<file path="src/rtl/instr_encoder.sv">
// Encodes compact instruction commands into RV32I words and writes them sequentially into imem.
// One registered write per word; LI may expand to LUI+ADDI, holding cmd_ready low for the second word.
module instr_encoder #(
    parameter int          ADDR_W    = 10,
    parameter int unsigned BASE_ADDR = 0
) (
    input  logic              i_clk,
    input  logic              i_reset,
    input  logic              i_cmd_valid,
    output logic              o_cmd_ready,
    input  logic [3:0]        i_cmd_op,
    input  logic [4:0]        i_cmd_rd,
    input  logic [4:0]        i_cmd_rs1,
    input  logic [4:0]        i_cmd_rs2,
    input  logic [2:0]        i_cmd_funct3,
    input  logic              i_cmd_alt,
    input  logic [31:0]       i_cmd_imm,
    input  logic              i_cmd_last,
    output logic              o_imem_we,
    output logic [ADDR_W-1:0] o_imem_addr,
    output logic [31:0]       o_imem_wd,
    output logic [ADDR_W:0]   o_word_count,
    output logic              o_done,
    output logic              o_err_op,
    output logic              o_overflow
);

    localparam logic [ADDR_W-1:0] LP_BASE = ADDR_W'(BASE_ADDR);
    localparam logic [ADDR_W:0]   LP_CAP  = (ADDR_W+1)'(1) << ADDR_W;

    localparam logic [6:0] OP_R      = 7'b0110011;
    localparam logic [6:0] OP_I      = 7'b0010011;
    localparam logic [6:0] OP_LOAD   = 7'b0000011;
    localparam logic [6:0] OP_STORE  = 7'b0100011;
    localparam logic [6:0] OP_BRANCH = 7'b1100011;
    localparam logic [6:0] OP_JAL    = 7'b1101111;
    localparam logic [6:0] OP_JALR   = 7'b1100111;
    localparam logic [6:0] OP_LUI    = 7'b0110111;
    localparam logic [6:0] OP_AUIPC  = 7'b0010111;

    typedef enum logic [1:0] {ST_IDLE, ST_EMIT2, ST_DONE, ST_FULL} state_t;

    state_t              r_state;
    logic                r_we;
    logic [ADDR_W-1:0]   r_addr;
    logic [31:0]         r_wd;
    logic [ADDR_W-1:0]   r_ptr;
    logic [ADDR_W:0]     r_word_count;
    logic                r_done;
    logic                r_err_op;
    logic                r_overflow;
    logic [31:0]         r_pend_wd;
    logic                r_pend_last;

    logic [31:0]         w_word0;
    logic [31:0]         w_word1;
    logic [1:0]          w_nwords;
    logic                w_illegal;
    logic [11:0]         w_ishamt;
    logic                w_li_small;
    logic [19:0]         w_li_hi;
    logic [ADDR_W:0]     w_free;
    logic [ADDR_W:0]     w_need;
    logic                w_accept;

    // LUI upper part pre-compensates for the sign extension of the following ADDI.
    assign w_li_hi    = i_cmd_imm[31:12] + {19'd0, i_cmd_imm[11]};
    assign w_li_small = (i_cmd_imm[31:11] == {21{i_cmd_imm[11]}});
    assign w_ishamt   = {1'b0, i_cmd_alt, 5'b0, i_cmd_imm[4:0]};
    assign w_free     = LP_CAP - r_word_count;
    assign w_need     = {{(ADDR_W-1){1'b0}}, w_nwords};
    assign w_accept   = i_cmd_valid & o_cmd_ready;

    always_comb begin
        w_word0   = 32'd0;
        w_word1   = 32'd0;
        w_nwords  = 2'd1;
        w_illegal = 1'b0;
        case (i_cmd_op)
            4'd0: w_word0 = {1'b0, i_cmd_alt, 5'b0, i_cmd_rs2, i_cmd_rs1, i_cmd_funct3, i_cmd_rd, OP_R};
            4'd1: begin
                if (i_cmd_funct3 == 3'b001 || i_cmd_funct3 == 3'b101)
                    w_word0 = {w_ishamt, i_cmd_rs1, i_cmd_funct3, i_cmd_rd, OP_I};
                else
                    w_word0 = {i_cmd_imm[11:0], i_cmd_rs1, i_cmd_funct3, i_cmd_rd, OP_I};
            end
            4'd2: w_word0 = {i_cmd_imm[11:0], i_cmd_rs1, i_cmd_funct3, i_cmd_rd, OP_LOAD};
            4'd3: w_word0 = {i_cmd_imm[11:5], i_cmd_rs2, i_cmd_rs1, i_cmd_funct3,
                             i_cmd_imm[4:0], OP_STORE};
            4'd4: w_word0 = {i_cmd_imm[12], i_cmd_imm[10:5], i_cmd_rs2, i_cmd_rs1, i_cmd_funct3,
                             i_cmd_imm[4:1], i_cmd_imm[11], OP_BRANCH};
            4'd5: w_word0 = {i_cmd_imm[20], i_cmd_imm[10:1], i_cmd_imm[11], i_cmd_imm[19:12],
                             i_cmd_rd, OP_JAL};
            4'd6: w_word0 = {i_cmd_imm[11:0], i_cmd_rs1, 3'b000, i_cmd_rd, OP_JALR};
            4'd7: w_word0 = {i_cmd_imm[31:12], i_cmd_rd, OP_LUI};
            4'd8: w_word0 = {i_cmd_imm[31:12], i_cmd_rd, OP_AUIPC};
            4'd9: begin
                if (w_li_small) begin
                    w_word0 = {i_cmd_imm[11:0], 5'd0, 3'b000, i_cmd_rd, OP_I};
                end else if (i_cmd_imm[11:0] == 12'd0) begin
                    w_word0 = {i_cmd_imm[31:12], i_cmd_rd, OP_LUI};
                end else begin
                    w_word0  = {w_li_hi, i_cmd_rd, OP_LUI};
                    w_word1  = {i_cmd_imm[11:0], i_cmd_rd, 3'b000, i_cmd_rd, OP_I};
                    w_nwords = 2'd2;
                end
            end
            default: begin
                w_nwords  = 2'd0;
                w_illegal = 1'b1;
            end
        endcase
    end

    always_ff @(posedge i_clk or posedge i_reset) begin
        if (i_reset) begin
            r_state      <= ST_IDLE;
            r_we         <= 1'b0;
            r_addr       <= LP_BASE;
            r_wd         <= 32'd0;
            r_ptr        <= LP_BASE;
            r_word_count <= '0;
            r_done       <= 1'b0;
            r_err_op     <= 1'b0;
            r_overflow   <= 1'b0;
            r_pend_wd    <= 32'd0;
            r_pend_last  <= 1'b0;
        end else begin
            r_we <= 1'b0;
            if (r_state == ST_DONE)
                r_done <= 1'b1;
            case (r_state)
                ST_IDLE: begin
                    if (w_accept) begin
                        if (w_illegal) begin
                            r_err_op <= 1'b1;
                            if (i_cmd_last)
                                r_state <= ST_DONE;
                        end else if (w_need > w_free) begin
                            r_overflow <= 1'b1;
                            r_state    <= ST_FULL;
                        end else begin
                            r_we         <= 1'b1;
                            r_addr       <= r_ptr;
                            r_wd         <= w_word0;
                            r_ptr        <= r_ptr + 1'b1;
                            r_word_count <= r_word_count + 1'b1;
                            if (w_nwords == 2'd2) begin
                                r_pend_wd   <= w_word1;
                                r_pend_last <= i_cmd_last;
                                r_state     <= ST_EMIT2;
                            end else if (i_cmd_last) begin
                                r_state <= ST_DONE;
                            end
                        end
                    end
                end
                ST_EMIT2: begin
                    r_we         <= 1'b1;
                    r_addr       <= r_ptr;
                    r_wd         <= r_pend_wd;
                    r_ptr        <= r_ptr + 1'b1;
                    r_word_count <= r_word_count + 1'b1;
                    r_state      <= r_pend_last ? ST_DONE : ST_IDLE;
                end
                default: r_state <= r_state;
            endcase
        end
    end

    assign o_cmd_ready  = (r_state == ST_IDLE);
    assign o_imem_we    = r_we;
    assign o_imem_addr  = r_addr;
    assign o_imem_wd    = r_wd;
    assign o_word_count = r_word_count;
    assign o_done       = r_done;
    assign o_err_op     = r_err_op;
    assign o_overflow   = r_overflow;

endmodule

</file>
<file path="config.mk">
export PLATFORM = sky130hd
export DESIGN_NAME = instr_encoder
export DESIGN_NICKNAME = d
export VERILOG_FILES = /design/src/rtl/instr_encoder.sv
export SDC_FILE = /design/constraint.sdc
export NUM_CORES = 1
export LEC_CHECK = 0
export CAP_MARGIN = 20
export CORE_ASPECT_RATIO = 0.9
export CORE_UTILIZATION = 55
export DETAILED_ROUTE_END_ITERATION = 12
export GPL_TIMING_DRIVEN = 0
export HOLD_SLACK_MARGIN = 0.08
export PLACE_DENSITY = 0.85
export SLEW_MARGIN = 20
export SYNTH_ARGS = -nofsm -noshare
export SYNTH_HDL_FRONTEND = slang
export SYNTH_SLANG_ARGS = --single-unit
</file>
<file path="constraint.sdc">
create_clock -name i_clk -period 8.9 [get_ports i_clk]
set_input_delay 2.225 -clock i_clk [delete_from_list [all_inputs] [get_ports i_clk]]
set_output_delay 2.225 -clock i_clk [all_outputs]
set_load 0.05 [all_outputs]
</file>
After elaboration in Yosys (flattened, before gate mapping):

Index checks and enable logic that the tools add are counted.

* $add $sub $neg: 4
* $lt $le $gt $ge: 1
* eq/ne operators: 18
* muxes and demuxes: 37
* bitwise operators: 3
* reductions and logical operators: 12

Operators with widths (number)
* $pmux W32 S10: 1
* $mux W32: 9
* $pmux W32 S2: 1
* $mux W10: 6
* $pmux W10 S2: 2
* $mux W11: 3
* $pmux W11 S2: 1
* $add A20 B1 Y20: 1
* $eq A20 B20 Y1: 1
* $eq A4 B3 Y1 const B: 4
* $mux W2: 8
* $logic_not A12 Y1: 1
* $add A11 B1 Y11 const B: 1
* $gt A2 B11 Y1: 1
* $sub A11 B11 Y11 const A: 1
* $add A10 B1 Y10 const B: 1
* $reduce_or A10 Y1: 1
* $reduce_or A9 Y1: 1
* $eq A4 B2 Y1 const B: 2
* $eq A4 B4 Y1 const B: 2
* $pmux W2 S2: 2
* $reduce_and A4 Y1: 2
* $reduce_and A5 Y1: 1
* $eq A2 B2 Y1 const B: 2
* 16 further kinds: 20

* flip-flop bits (word level): 102
* bits of input ports: 59
* output and inout port bits: 58
* word-level logic and storage cells: 86

Depth between registers and ports, before layout:

Gate-level depths: netlist (run 1).

* word-level depth: 10
* depth in mapped cells: 17
* gate-level depth less buffers: 15

Worst setup path before layout (run 1):

No wires, ideal clock.

* path kind: input port to flip-flop
* from: in i_cmd_imm[11]
* to: reg r_addr[0], in the netlist o_imem_addr[0]
* setup time: 0.125 ns
* arrival time: 5.322 ns
* data required time: 8.775 ns
* path slack: 3.454 ns
* cell stages on the path: 15
* path buffers: 1
* cell sequence: ha_1 -> nor4_1 -> nand4_1 -> nor2_1 -> nor3_1 -> nand2_1 -> inv_1 -> ha_1 -> nand2_1 -> o211ai_1 -> a2111oi_2 -> or4b_4 -> a21oi_4 -> buf_6 -> mux2_2

* word-level cells in the longest chain between the ends: 7
* elaborated cells on any way between the ends: 8
* those cells by class: order compare (1); eq/ne (2); mux (3); reduce/logical (2)

RTL lines
* start, declared: line 17 `input logic [31:0] i_cmd_imm,`
* $logic_not A12 Y1: line 100 `end else if (i_cmd_imm[11:0] == 12'd0) begin`
* $mux W2: line 100
* $mux W2 (*): line 98 `if (w_li_small) begin`
* $pmux W2 S2 (*): line 79 `case (i_cmd_op)`
* $gt A2 B11 Y1 (*): line 139 `end else if (w_need > w_free) begin`
* $ne A2 B2 Y1 (no source line) (*)
* $reduce_and A4 Y1 (no source line) (*)
* end signal, assigned: line 144 `r_addr <= r_ptr;`
* end signal, assigned: line 160 `r_addr <= r_ptr;`
* end, declared: line 45 `logic [ADDR_W-1:0] r_addr;`

Mark *: on every way between the ends. The rest lies on a longest branch, timed or not.
A chain may end at the register's enable or synchronous reset.

Worst setup path after layout (run 1):

* from: in i_cmd_imm[11]
* to: reg r_pend_last

* word-level cells in the longest chain between the ends: 7
* elaborated cells on any way between the ends: 9
* those cells by class: order compare (1); eq/ne (2); mux (3); bitwise (1); reduce/logical (2)

RTL lines
* $logic_not A12 Y1: line 100
* $mux W2: line 100
* $mux W2 (*): line 98
* $pmux W2 S2 (*): line 79
* $gt A2 B11 Y1: line 139
* $not A1 Y1 (no source line)
* $reduce_and A5 Y1 (no source line) (*)
* end signal, assigned: line 150 `r_pend_last <= i_cmd_last;`
* end, declared: line 53 `logic r_pend_last;`

Marked as above.

==> run summary, run 1 <==
status -> complete, no violations
Die Wd -> 106 um
pre-CTS WS -> 1950 ps
largest net degree at the start of global routing -> 61
CTS buffer count -> 9
DRC -> 0
Synth Area in Adders -> 1.64%
Clock Skew -> 8.39 ps
total gr overflow -> 0
Final period util -> 76.4%
row cnt -> 33
Area Overhead vs Synth -> 27.9%
I/O Buffers -> 112
simple logic cell fraction of the synthesized area -> 22.3%
Crit-path slowest cell -> clkdlybuf4s50_1
GRT Util Overall -> 37.2%
area of the multi-input gates -> 2930 um^2
DP HPWL -> 14.0 mm
Yosys reg bits -> 87
post-route setup TNS -> 0 ps
Reg2Reg Depth -> 11
CP Data Arrival Time -> 7070 ps
root buffer cell -> clkbuf_8
worst vdd ir -> 0.0823 mV
hold_sp -> o_imem_wd[3]$_DFFE_PP0P_
CP Buf/Inv Count -> 4
global-route wire length before repair -> 27.8 mm
Vias -> 5432
Critical Path RT -> 9170 ps
CP Class -> in2reg
Max Cap Viol -> 0
prevailing post-synth register cell -> dfrtp_1
Post-Syn Nets -> 648
RSZ-0062 raised after global routing -> false
setup violators final -> 0
I/O pin count -> 117
share of cells above drive strength 1 -> 9.59%
final hold violations -> 0
Initial DRC Count -> 660
hold endpoint -> o_imem_wd[3]$_DFFE_PP0P_
Die ar. -> 10100 um^2
RePlAce Congestion -> 1.00
Tmin final -> 6800 ps
Antenna Violating Nets Remaining -> 0
fraction of registers with async set/reset -> 100%
CTS tree -> done
Peak Freq -> 147 MHz
drt first pass iters -> 7
Total Power -> 0.840 mW
DR WL/cell -> 22.5 um
NumNets Final -> 772
crit path cell chain -> clkdlybuf4s50_1 -> ha_1 -> nand4b_1 -> inv_1 -> and4_1 -> nor3_1 -> nand2_1 -> inv_1 -> ha_1 -> nand2_1 -> o211ai_1 -> a2111oi_2 -> or4b_4 -> nand4_2 -> buf_2 -> mux2_2
synthesized area per cell -> 9.17 um^2
final WL -> 18.7 mm
post-synthesis sequential area ratio -> 40.8%
mux contribution to synthesized area -> 6.61%
TritonCTS sink count -> 87
Util after Layout -> 73.8%
post-CTS setup buffer count -> 0
Post-Syn Area -> 5340 um^2
Hold-fix buffers, CTS -> 0
n_diodes -> 0
xor-xnor portion of the synthesized cell area -> 5.41%
worst reg2reg endpoint -> r_pend_last$_DFFE_PP0P_
Fin Hold WS -> 502 ps
number of cells upsized or downsized after cts -> 0
sequential cell area -> 2180 um^2
Area after DPL -> 6640 um^2
Critical Path Start Type -> primary input
distinct cell type count after synthesis -> 67
Min-Delay Path Class -> reg2reg
hold path cells -> 2
vias in the first global route -> 5025
CP Capture Type -> flip-flop
power density of the placed cells -> 123 nW/um^2
final worst slack -> 2100 ps
Leak Pwr -> 2.88 nW
Core Region -> 9250 um^2
clk_lat worst skew -> 380 ps
Syn Inst Count -> 582
H-tree depth -> 3
Initial Util -> 57.7%
Clock Path Buffers -> 2
Rel. slew slack -> 45.8%
Worst-Margin Slew -> 808 ps
FF-to-FF setup slack -> 5410 ps
cell family with most CP delay -> simple AND/OR/NAND/NOR gates
Slew Viols, Final -> 0
Die H -> 95.5 um
slowest cell delay on critical path -> 660 ps
placed cells -> 817
largest family of logic cells by synthesized area -> simple AND/OR/NAND/NOR gates
Worst-path clk slew -> 80 ps
worst r2r src -> o_word_count[0]$_DFFE_PP0P_
non-filler cells, final -> 831
fillcell total -> 653
number of enable flip-flop cells after synthesis -> 0
Vias/cell -> 6.54
Post-Layout Inst Area -> 6830 um^2
Compound-Gate Fraction of Synth Area -> 18.9%
warnings from Yosys -> 0
crit path max fanout -> 10
initial antenna violation count -> 0
cells in the final DEF, fill, tap and decap left out, drive strengths merged, types with 3 or more instances in the layout:
| cell type | count |
|---|---|
| clkdlybuf4s50 | 112 |
| dfrtp | 87 |
| nand2 | 71 |
| nor2 | 40 |
| o21ai | 34 |
| clkbuf | 31 |
| mux2 | 26 |
| a21oi | 24 |
| nand3 | 23 |
| xor2 | 20 |
| nor4 | 16 |
| buf | 16 |
| nor3 | 15 |
| xnor2 | 13 |
| inv | 13 |
| and3 | 11 |
| nand4 | 11 |
| nor2b | 10 |
| a22oi | 9 |
| o31ai | 9 |
| a31oi | 7 |
| ha | 7 |
| nand2b | 6 |
| mux2i | 6 |
| a221oi | 6 |
| a2bb2oi | 6 |
| a211oi | 6 |
| o22ai | 5 |
| a21o | 5 |
| and2 | 5 |
| and4 | 4 |
| a21boi | 4 |
| a222oi | 4 |
| o21bai | 4 |
| nor4b | 4 |
| a211o | 3 |
| nor3b | 3 |
synthesized netlist by cell type, types with 7 or more instances:
cell	n	area, um^2
nor2_1	40	150
mux2_2	26	293
nand4_1	10	62.6
nor3_1	15	75.1
nor2b_1	10	62.6
a21oi_1	23	115
and3_1	11	68.8
nand3_1	23	115
dfrtp_1	87	2180
inv_1	11	41.3
xnor2_1	13	114
a22oi_1	9	67.6
o21ai_0	32	160
nor4_1	15	93.8
a31oi_1	7	43.8
xor2_1	20	175
o31ai_1	9	67.6
nand2_1	71	267
clkbuf_1	20	75.1
ha_1	7	87.6
kinds of logic (layout without fill, tap and decap cells):
| logic type | Yosys count | in the layout |
|---|---|---|
| xor gates and xnor gates | 33 | 33 |
| DFF | 87 | 87 |
| adders and majority gates | 7 | 7 |
| and+or+nand+nor | 230 | 230 |
| buffers and inverters | 47 | 174 |
| AOI/OAI and AO/OA | 146 | 146 |
| muxes | 32 | 32 |
power by group:
group	total, mW	switching (mW)	internal, mW
clock network	0.273	0.138	0.135
registers	0.410	0.00850	0.402
logic	0.156	0.0948	0.0617
worst register-to-register path, delay by kind of cell, from the launching register on:
family                     cells  cell delay [ps]
DFF                            1              560
adders and majority gates      2              550
muxes                          1              370
and+or+nand+nor                3              880
AOI/OAI and AO/OA              2              530
buffers and inverters          3              480
per-layer routing:
layer,vias up,wire length (um),GRT usage [%]
met2,335,8750,61.6
met3,50,1690,6.08
met1,2651,7680,50.3
met5,-,5,0
met4,2,552,11.5
li1,2394,-,-
sequential cells by signal, indices dropped and copies added, names as in the netlist:
signal        count
o_imem_wd        31
r_pend_wd        18
o_word_count     11
o_imem_addr      10
r_ptr            10
r_state           2
o_done            1
o_err_op          1
o_imem_we         1
o_overflow        1
r_pend_last       1
how the worst max path moves through the flow:
| stage | from | slack [ps] | end | cells past startpoint |
|---|---|---|---|---|
| 4_1_cts | i_cmd_imm[11] | 2290 | o_imem_addr[6]$_DFFE_PP0P_ | 16 |
| 6_report | i_cmd_imm[11] | 2100 | r_pend_last$_DFFE_PP0P_ | 16 |
| 5_1_grt | i_cmd_imm[11] | 2030 | r_pend_last$_DFFE_PP0P_ | 16 |
| 3_3_place_gp | i_cmd_imm[11] | 2010 | r_pend_last$_DFFE_PP0P_ | 16 |
| 3_5_place_dp | i_cmd_imm[11] | 1950 | o_imem_addr[6]$_DFFE_PP0P_ | 16 |
| 2_1_floorplan | i_cmd_imm[11] | 3450 | o_imem_addr[0]$_DFFE_PP0P_ | 15 |
layout make-up:
type | instances | share of cell area (%)
Timing Repair Buffer | 113 | 16.8
Sequential cell | 87 | 31.9
Inverter | 12 | 0.696
Tap cell | 122 | 2.24
Multi-Input combinational cell | 448 | 42.9
Clock buffer | 11 | 2.07
Buffer | 35 | 2.71
Clock inverter | 3 | 0.641
No activity file was read; power rests on OpenSTA's default activity.
==> run 2: changes to the inputs <==
--- a/config.mk
+++ b/config.mk
@@ -7,11 +7,11 @@
 export LEC_CHECK = 0
 export CAP_MARGIN = 20
 export CORE_ASPECT_RATIO = 0.9
-export CORE_UTILIZATION = 55
+export CORE_UTILIZATION = 47
 export DETAILED_ROUTE_END_ITERATION = 12
 export GPL_TIMING_DRIVEN = 0
 export HOLD_SLACK_MARGIN = 0.08
-export PLACE_DENSITY = 0.85
+export PLACE_DENSITY = 0.77
 export SLEW_MARGIN = 20
 export SYNTH_ARGS = -nofsm -noshare
 export SYNTH_HDL_FRONTEND = slang
==> constraint.sdc (replaced) <==
create_clock -name i_clk -period 5.84 [get_ports i_clk]
set_input_delay 1.46 -clock i_clk [delete_from_list [all_inputs] [get_ports i_clk]]
set_output_delay 1.46 -clock i_clk [all_outputs]
set_load 0.05 [all_outputs]
==> run 2 against run 1 <==
  * Final area grew 1.8%
  * Via count fell by 2.2%
  * Total power rose by 65%
  * Worst setup slack worse by 1900 ps
  * Sequential cell count unchanged
  * Die area rose by 17%
  * Sequential share of layout area shrank 0.57 points
  * Final cell count grew 3.6%
  * Largest cell class unchanged
==> run summary, run 2 (synthesis gave the netlist of run 1 again) <==
status -> complete, no violations (unchanged)
Reg2Reg Depth -> 11 (unchanged)
slowest cell delay on critical path -> 610 ps (was 660 ps)
Vias/cell -> 6.17 (was 6.54)
Min-Delay Path Class -> reg2reg (unchanged)
total gr overflow -> 0 (unchanged)
largest net degree at the start of global routing -> 61 (unchanged)
commonest non-fill, non-tap cells in the layout -> clkdlybuf4s50_1, dfrtp_1, nand2_1 (unchanged)
hold_sp -> o_done$_DFFE_PP0N_ (was o_imem_wd[3]$_DFFE_PP0P_)
hold endpoint -> o_done$_DFFE_PP0N_ (was o_imem_wd[3]$_DFFE_PP0P_)
Int Pwr -> 1.00 mW (was 0.598 mW)
Rel. slew slack -> 42.6% (was 45.8%)
Worst-path clk slew -> 60 ps (was 80 ps)
global-route wire length before repair -> 28.2 mm (was 27.8 mm)
commonest non-fill, non-tap cell in the layout -> clkdlybuf4s50_1 (unchanged)
final hold violations -> 0 (unchanged)
sequential cell area -> 2180 um^2 (unchanged)
clk_lat worst skew -> 350 ps (was 380 ps)
RePlAce Congestion -> 1.02 (was 1.00)
max reg flops -> 31 (unchanged)
Util after Layout -> 63.5% (was 73.8%)
Die H -> 103 um (was 95.5 um)
FF-to-FF setup slack -> 2410 ps (was 5410 ps)
Vias -> 5310 (was 5432)
worst r2r src -> o_word_count[0]$_DFFE_PP0P_ (unchanged)
fillcell total -> 942 (was 653)
Total Power -> 1.38 mW (was 0.840 mW)
Worst-Margin Slew -> 855 ps (was 808 ps)
hold path cells -> 1 (was 2)
root buffer cell -> clkbuf_16 (was clkbuf_8)
GRT Util Overall -> 32.6% (was 37.2%)
cell family with most CP delay -> simple AND/OR/NAND/NOR gates (unchanged)
share of cells above drive strength 1 -> 10.0% (was 9.59%)
combinational fraction of design power -> 17.2% (was 18.6%)
post-route setup TNS -> 0 ps (unchanged)
H-tree depth -> 3 (unchanged)
post-CTS setup buffer count -> 0 (unchanged)
initial antenna violation count -> 1 (was 0)
Sequential Power Share -> 45.3% (was 48.8%)
final worst slack -> 231 ps (was 2100 ps)
non-filler cells, final -> 861 (was 831)
Switch Pwr -> 0.382 mW (was 0.242 mW)
Clock Path Buffers -> 2 (unchanged)
DR WL/cell -> 21.8 um (was 22.5 um)
Post-Layout Inst Area -> 6950 um^2 (was 6830 um^2)
Die Wd -> 114 um (was 106 um)
Leak Pwr -> 2.93 nW (was 2.88 nW)
worst reg2reg endpoint -> r_pend_wd[24]$_DFFE_PP0P_ (was r_pend_last$_DFFE_PP0P_)
Initial Util -> 48.8% (was 57.7%)
Fin Hold WS -> 460 ps (was 502 ps)
pre-CTS WS -> -370 ps (was 1950 ps)
Clk network pwr share -> 37.5% (was 32.5%)
CP Capture Type -> flip-flop (unchanged)
crit path max fanout -> 10 (unchanged)
I/O Buffers -> 112 (unchanged)
drt first pass iters -> 5 (was 7)
power density of the placed cells -> 199 nW/um^2 (was 123 nW/um^2)
Max Cap Viol -> 0 (unchanged)
area of the multi-input gates -> 2940 um^2 (was 2930 um^2)
CTS tree -> done (unchanged)
Die ar. -> 11800 um^2 (was 10100 um^2)
NumNets Final -> 772 (unchanged)
Crit-path slowest cell -> clkdlybuf4s50_1 (unchanged)
placed cells -> 847 (was 817)
CP Buf/Inv Count -> 3 (was 4)
RSZ-0062 raised after global routing -> false (unchanged)
Core Region -> 10900 um^2 (was 9250 um^2)
Clock Skew -> 7.45 ps (was 8.39 ps)
switch share -> 27.6% (was 28.8%)
Critical Path Start Type -> primary input (unchanged)
Critical Path RT -> 6070 ps (was 9170 ps)
vias in the first global route -> 4836 (was 5025)
CP Class -> in2reg (unchanged)
DRC -> 0 (unchanged)
CP Data Arrival Time -> 5830 ps (was 7070 ps)
row cnt -> 36 (was 33)
I/O pin count -> 117 (unchanged)
setup violators final -> 0 (unchanged)
Peak Freq -> 178 MHz
Hold-fix buffers, CTS -> 0 (unchanged)
Area Overhead vs Synth -> 30.2% (was 27.9%)
Tmin final -> 5610 ps
Slew Viols, Final -> 0 (unchanged)
Final period util -> 96.0%
TritonCTS sink count -> 87 (unchanged)
crit path cell chain -> clkdlybuf4s50_1 -> ha_1 -> nor4_1 -> nand4_1 -> nor2_2 -> nor3_2 -> nand2_1 -> inv_1 -> ha_1 -> nand2_1 -> o211ai_1 -> a2111oi_2 -> or4b_4 -> nand4_2 -> buf_4 -> mux2_2 (was clkdlybuf4s50_1 -> ha_1 -> nand4b_1 -> inv_1 -> and4_1 -> nor3_1 -> nand2_1 -> inv_1 -> ha_1 -> nand2_1 -> o211ai_1 -> a2111oi_2 -> or4b_4 -> nand4_2 -> buf_2 -> mux2_2)
final WL -> 18.8 mm (was 18.7 mm)
Area after DPL -> 6680 um^2 (was 6640 um^2)
crit path from -> i_cmd_imm[12] (was i_cmd_imm[11])
worst vdd ir -> 0.168 mV (was 0.0823 mV)
CTS buffer count -> 9 (unchanged)
Antenna Violating Nets Remaining -> 0 (unchanged)
n_diodes -> 0 (unchanged)
DP HPWL -> 14.4 mm (was 14.0 mm)
Initial DRC Count -> 498 (was 660)
run 2: metal layers:
metal / global-route usage (%) / routed length [um] / part of all wire [%]
met5: 0 / 13 / 0.069
met4: 10.9 / 340 / 1.8
met3: 5.00 / 1390 / 7.4
met2: 49.9 / 8630 / 46
met1: 47.1 / 8400 / 45
run 2: worst max-delay path by stage:
stage                                      end  cells after the start
CTS                  r_pend_wd[20]$_DFFE_PP0P_                     16
global placement       r_pend_last$_DFFE_PP0P_                     16
finish               r_pend_wd[24]$_DFFE_PP0P_                     16
global route         r_pend_wd[24]$_DFFE_PP0P_                     13
floorplan           o_imem_addr[0]$_DFFE_PP0P_                     15
detailed placement   r_pend_wd[24]$_DFFE_PP0P_                     16
run 2: final cells by class:
type | count | share of cell area [%]
Inverter | 12 | 0.684
Sequential cell | 87 | 31.3
Clock inverter | 4 | 0.342
Timing Repair Buffer | 113 | 16.6
Buffer | 35 | 2.66
Multi-Input combinational cell | 448 | 42.3
Tap cell | 152 | 2.74
Clock buffer | 10 | 3.44
run 2: repair_timing:
item                                    4_1_cts  5_1_grt
endpoints found under the setup margin        3       51
gates resized for setup                       1        2
hold endpoints to repair                      0        0
run 2: power groups by stage:
stage	Combinational [mW]	Sequential (mW)	Clock (mW)
final	0.238	0.626	0.518
after global routing	0.254	0.627	0.550
after CTS	0.234	0.626	0.528
after detailed placement	0.233	0.637	0
after global placement	0.229	0.636	0
after floorplan	0.0981	0.662	0
==> run 3: changes to the inputs <==
--- a/config.mk
+++ b/config.mk
@@ -7,6 +7,7 @@
 export LEC_CHECK = 0
 export CAP_MARGIN = 20
 export CORE_ASPECT_RATIO = 0.9
+export CORE_MARGIN = 2
 export CORE_UTILIZATION = 47
 export DETAILED_ROUTE_END_ITERATION = 12
 export GPL_TIMING_DRIVEN = 0
==> run 3 against run 2 <==
  * Final cell count grew 0.23%
  * Clock skew is essentially flat
  * Clock power grew 6.4%
  * Total power grew 2.6%
  * Final area grew 0.52%
  * Wire length grew 1.5%
  * Worst setup slack gained 82 ps
  * Largest cell class unchanged
  * Highest routed layer is now met4
  * Critical path depth shrank 1
  * Non-clock buffer count is the same
==> run summary, run 3 (synthesis gave the netlist of run 1 again) <==
status -> complete, no violations (unchanged)
final hold violations -> 0 (unchanged)
final worst slack -> 314 ps (was 231 ps)
worst vdd ir -> 0.162 mV (was 0.168 mV)
Slew Viols, Final -> 0 (unchanged)
Max Cap Viol -> 0 (unchanged)
row cnt -> 36 (unchanged)
Reg2Reg Depth -> 11 (unchanged)
power density of the placed cells -> 203 nW/um^2 (was 199 nW/um^2)
commonest non-fill, non-tap cell in the layout -> clkdlybuf4s50_1 (unchanged)
H-tree depth -> 3 (unchanged)
CP Class -> in2reg (unchanged)
DRC -> 0 (unchanged)
Vias/cell -> 6.17 (about the same)
crit path cell chain -> clkdlybuf4s50_1 -> ha_1 -> nor4_2 -> nand4_1 -> or2_2 -> nand4_1 -> a21boi_0 -> ha_1 -> nand2_1 -> o211ai_1 -> a2111oi_2 -> or4b_4 -> nand4_2 -> buf_4 -> mux2_2 (was clkdlybuf4s50_1 -> ha_1 -> nor4_1 -> nand4_1 -> nor2_2 -> nor3_2 -> nand2_1 -> inv_1 -> ha_1 -> nand2_1 -> o211ai_1 -> a2111oi_2 -> or4b_4 -> nand4_2 -> buf_4 -> mux2_2)
Clock Path Buffers -> 2 (unchanged)
Vias -> 5329 (was 5310)
pre-CTS WS -> -333 ps (was -370 ps)
clk_lat worst skew -> 350 ps (about the same)
Critical Path Start Type -> primary input (unchanged)
share of cells above drive strength 1 -> 10.4% (was 10.0%)
Core Region -> 10900 um^2 (unchanged)
CTS buffer count -> 9 (unchanged)
CTS tree -> done (unchanged)
drt first pass iters -> 5 (unchanged)
RePlAce Congestion -> 0.933 (was 1.02)
Leak Pwr -> 2.93 nW (about the same)
TritonCTS sink count -> 87 (unchanged)
hold endpoint -> o_err_op$_DFFE_PP0P_ (was o_done$_DFFE_PP0N_)
GRT Util Overall -> 32.0% (was 32.6%)
vias in the first global route -> 5201 (was 4836)
Rel. slew slack -> 40.2% (was 42.6%)
Peak Freq -> 181 MHz (was 178 MHz)
root buffer cell -> clkbuf_16 (unchanged)
Die ar. -> 12200 um^2 (was 11800 um^2)
worst r2r src -> o_word_count[0]$_DFFE_PP0P_ (unchanged)
DP HPWL -> 14.5 mm (was 14.4 mm)
global-route wire length before repair -> 29.4 mm (was 28.2 mm)
setup violators final -> 0 (unchanged)
Antenna Violating Nets Remaining -> 0 (unchanged)
Die H -> 105 um (was 103 um)
Crit-path slowest cell -> clkdlybuf4s50_1 (unchanged)
max reg flops -> 31 (unchanged)
Area Overhead vs Synth -> 30.9% (was 30.2%)
hold path cells -> 1 (unchanged)
Worst-Margin Slew -> 891 ps (was 855 ps)
Initial DRC Count -> 496 (was 498)
worst reg2reg endpoint -> r_pend_wd[17]$_DFFE_PP0P_ (was r_pend_wd[24]$_DFFE_PP0P_)
CP Data Arrival Time -> 5760 ps (was 5830 ps)
Critical Path RT -> 6070 ps (about the same)
largest net degree at the start of global routing -> 61 (unchanged)
crit path max fanout -> 10 (unchanged)
final WL -> 19.1 mm (was 18.8 mm)
NumNets Final -> 772 (unchanged)
CP Capture Type -> flip-flop (unchanged)
Final period util -> 94.6% (was 96.0%)
fillcell total -> 951 (was 942)
Min-Delay Path Class -> reg2reg (unchanged)
initial antenna violation count -> 0 (was 1)
DR WL/cell -> 22.1 um (was 21.8 um)
I/O pin count -> 117 (unchanged)
Worst-path clk slew -> 60 ps (about the same)
hold_sp -> o_err_op$_DFFE_PP0P_ (was o_done$_DFFE_PP0N_)
FF-to-FF setup slack -> 2430 ps (was 2410 ps)
total gr overflow -> 0 (unchanged)
Clock Skew -> 7.48 ps (was 7.45 ps)
Initial Util -> 48.8% (unchanged)
slowest cell delay on critical path -> 620 ps (was 610 ps)
commonest non-fill, non-tap cells in the layout -> clkdlybuf4s50_1, dfrtp_1, nand2_1 (unchanged)
Die Wd -> 116 um (was 114 um)
Tmin final -> 5530 ps (was 5610 ps)
I/O Buffers -> 112 (unchanged)
n_diodes -> 0 (unchanged)
RSZ-0062 raised after global routing -> false (unchanged)
Util after Layout -> 63.8% (was 63.5%)
## run 3: how the worst max path moves through the flow
stage	start	endpoint	depth (start not counted)	slack [ps]
after global routing	i_cmd_imm[12]	r_pend_wd[17]$_DFFE_PP0P_	15	110
after CTS	i_cmd_imm[11]	o_imem_wd[11]$_DFFE_PP0P_	17	20
after detailed placement	i_cmd_imm[11]	o_imem_wd[11]$_DFFE_PP0P_	17	-330
after global placement	i_cmd_imm[11]	r_pend_last$_DFFE_PP0P_	16	-280
final	i_cmd_imm[12]	r_pend_wd[17]$_DFFE_PP0P_	15	310
after floorplan	i_cmd_imm[11]	o_imem_addr[0]$_DFFE_PP0P_	15	1160
## run 3: area by class of cell
class / instances / area [um^2] / share of cell area, %
timing repair buffer: 113 / 1150 / 16.5
clock inverter: 4 / 28.8 / 0.412
inverter: 12 / 47.5 / 0.680
buffer: 35 / 185 / 2.65
clock buffer: 12 / 256 / 3.67
sequential: 87 / 2180 / 31.2
tap: 152 / 190 / 2.72
multi-input combinational: 448 / 2950 / 42.2
## run 3: where the power goes
group | internal (mW) | switching [mW] | total (mW)
clock network | 0.312 | 0.239 | 0.551
registers | 0.613 | 0.0131 | 0.626
logic | 0.0942 | 0.146 | 0.240
## run 3: metal layers
metal  up-vias  routed length (um)  global-route usage [%]
li1       2384                   -                       -
met1      2649                8290                    44.8
met2       270                8740                    48.1
met3        26                1640                    8.35
met4         0                 390                    10.1
met5         -                   0                       0
## run 3: critical path, delay by kind of cell
kind | cells | cell delay, ps
AOI/OAI and AO/OA | 3 | 590
buffers and inverters | 2 | 880
muxes | 1 | 370
adders and majority gates | 2 | 680
and+or+nand+nor | 7 | 1760
## run 3: metrics by stage
step	setup TNS (ps)	hold slack [ps]	total power, mW	cell area (um^2)	instances
after floorplan	0	435	0.760	5340	582
after global placement	-12350	442	0.866	6650	846
after detailed placement	-15420	443	0.871	6680	847
after CTS	0	457	1.42	6960	863
after global routing	0	490	1.46	6990	863
final	0	460	1.42	6990	863
## run 3: timing repair
action,in CTS,in global routing
hold buffers,0,0
endpoints found under the setup margin,0,82
setup buffers,0,0
gates resized for setup,0,6
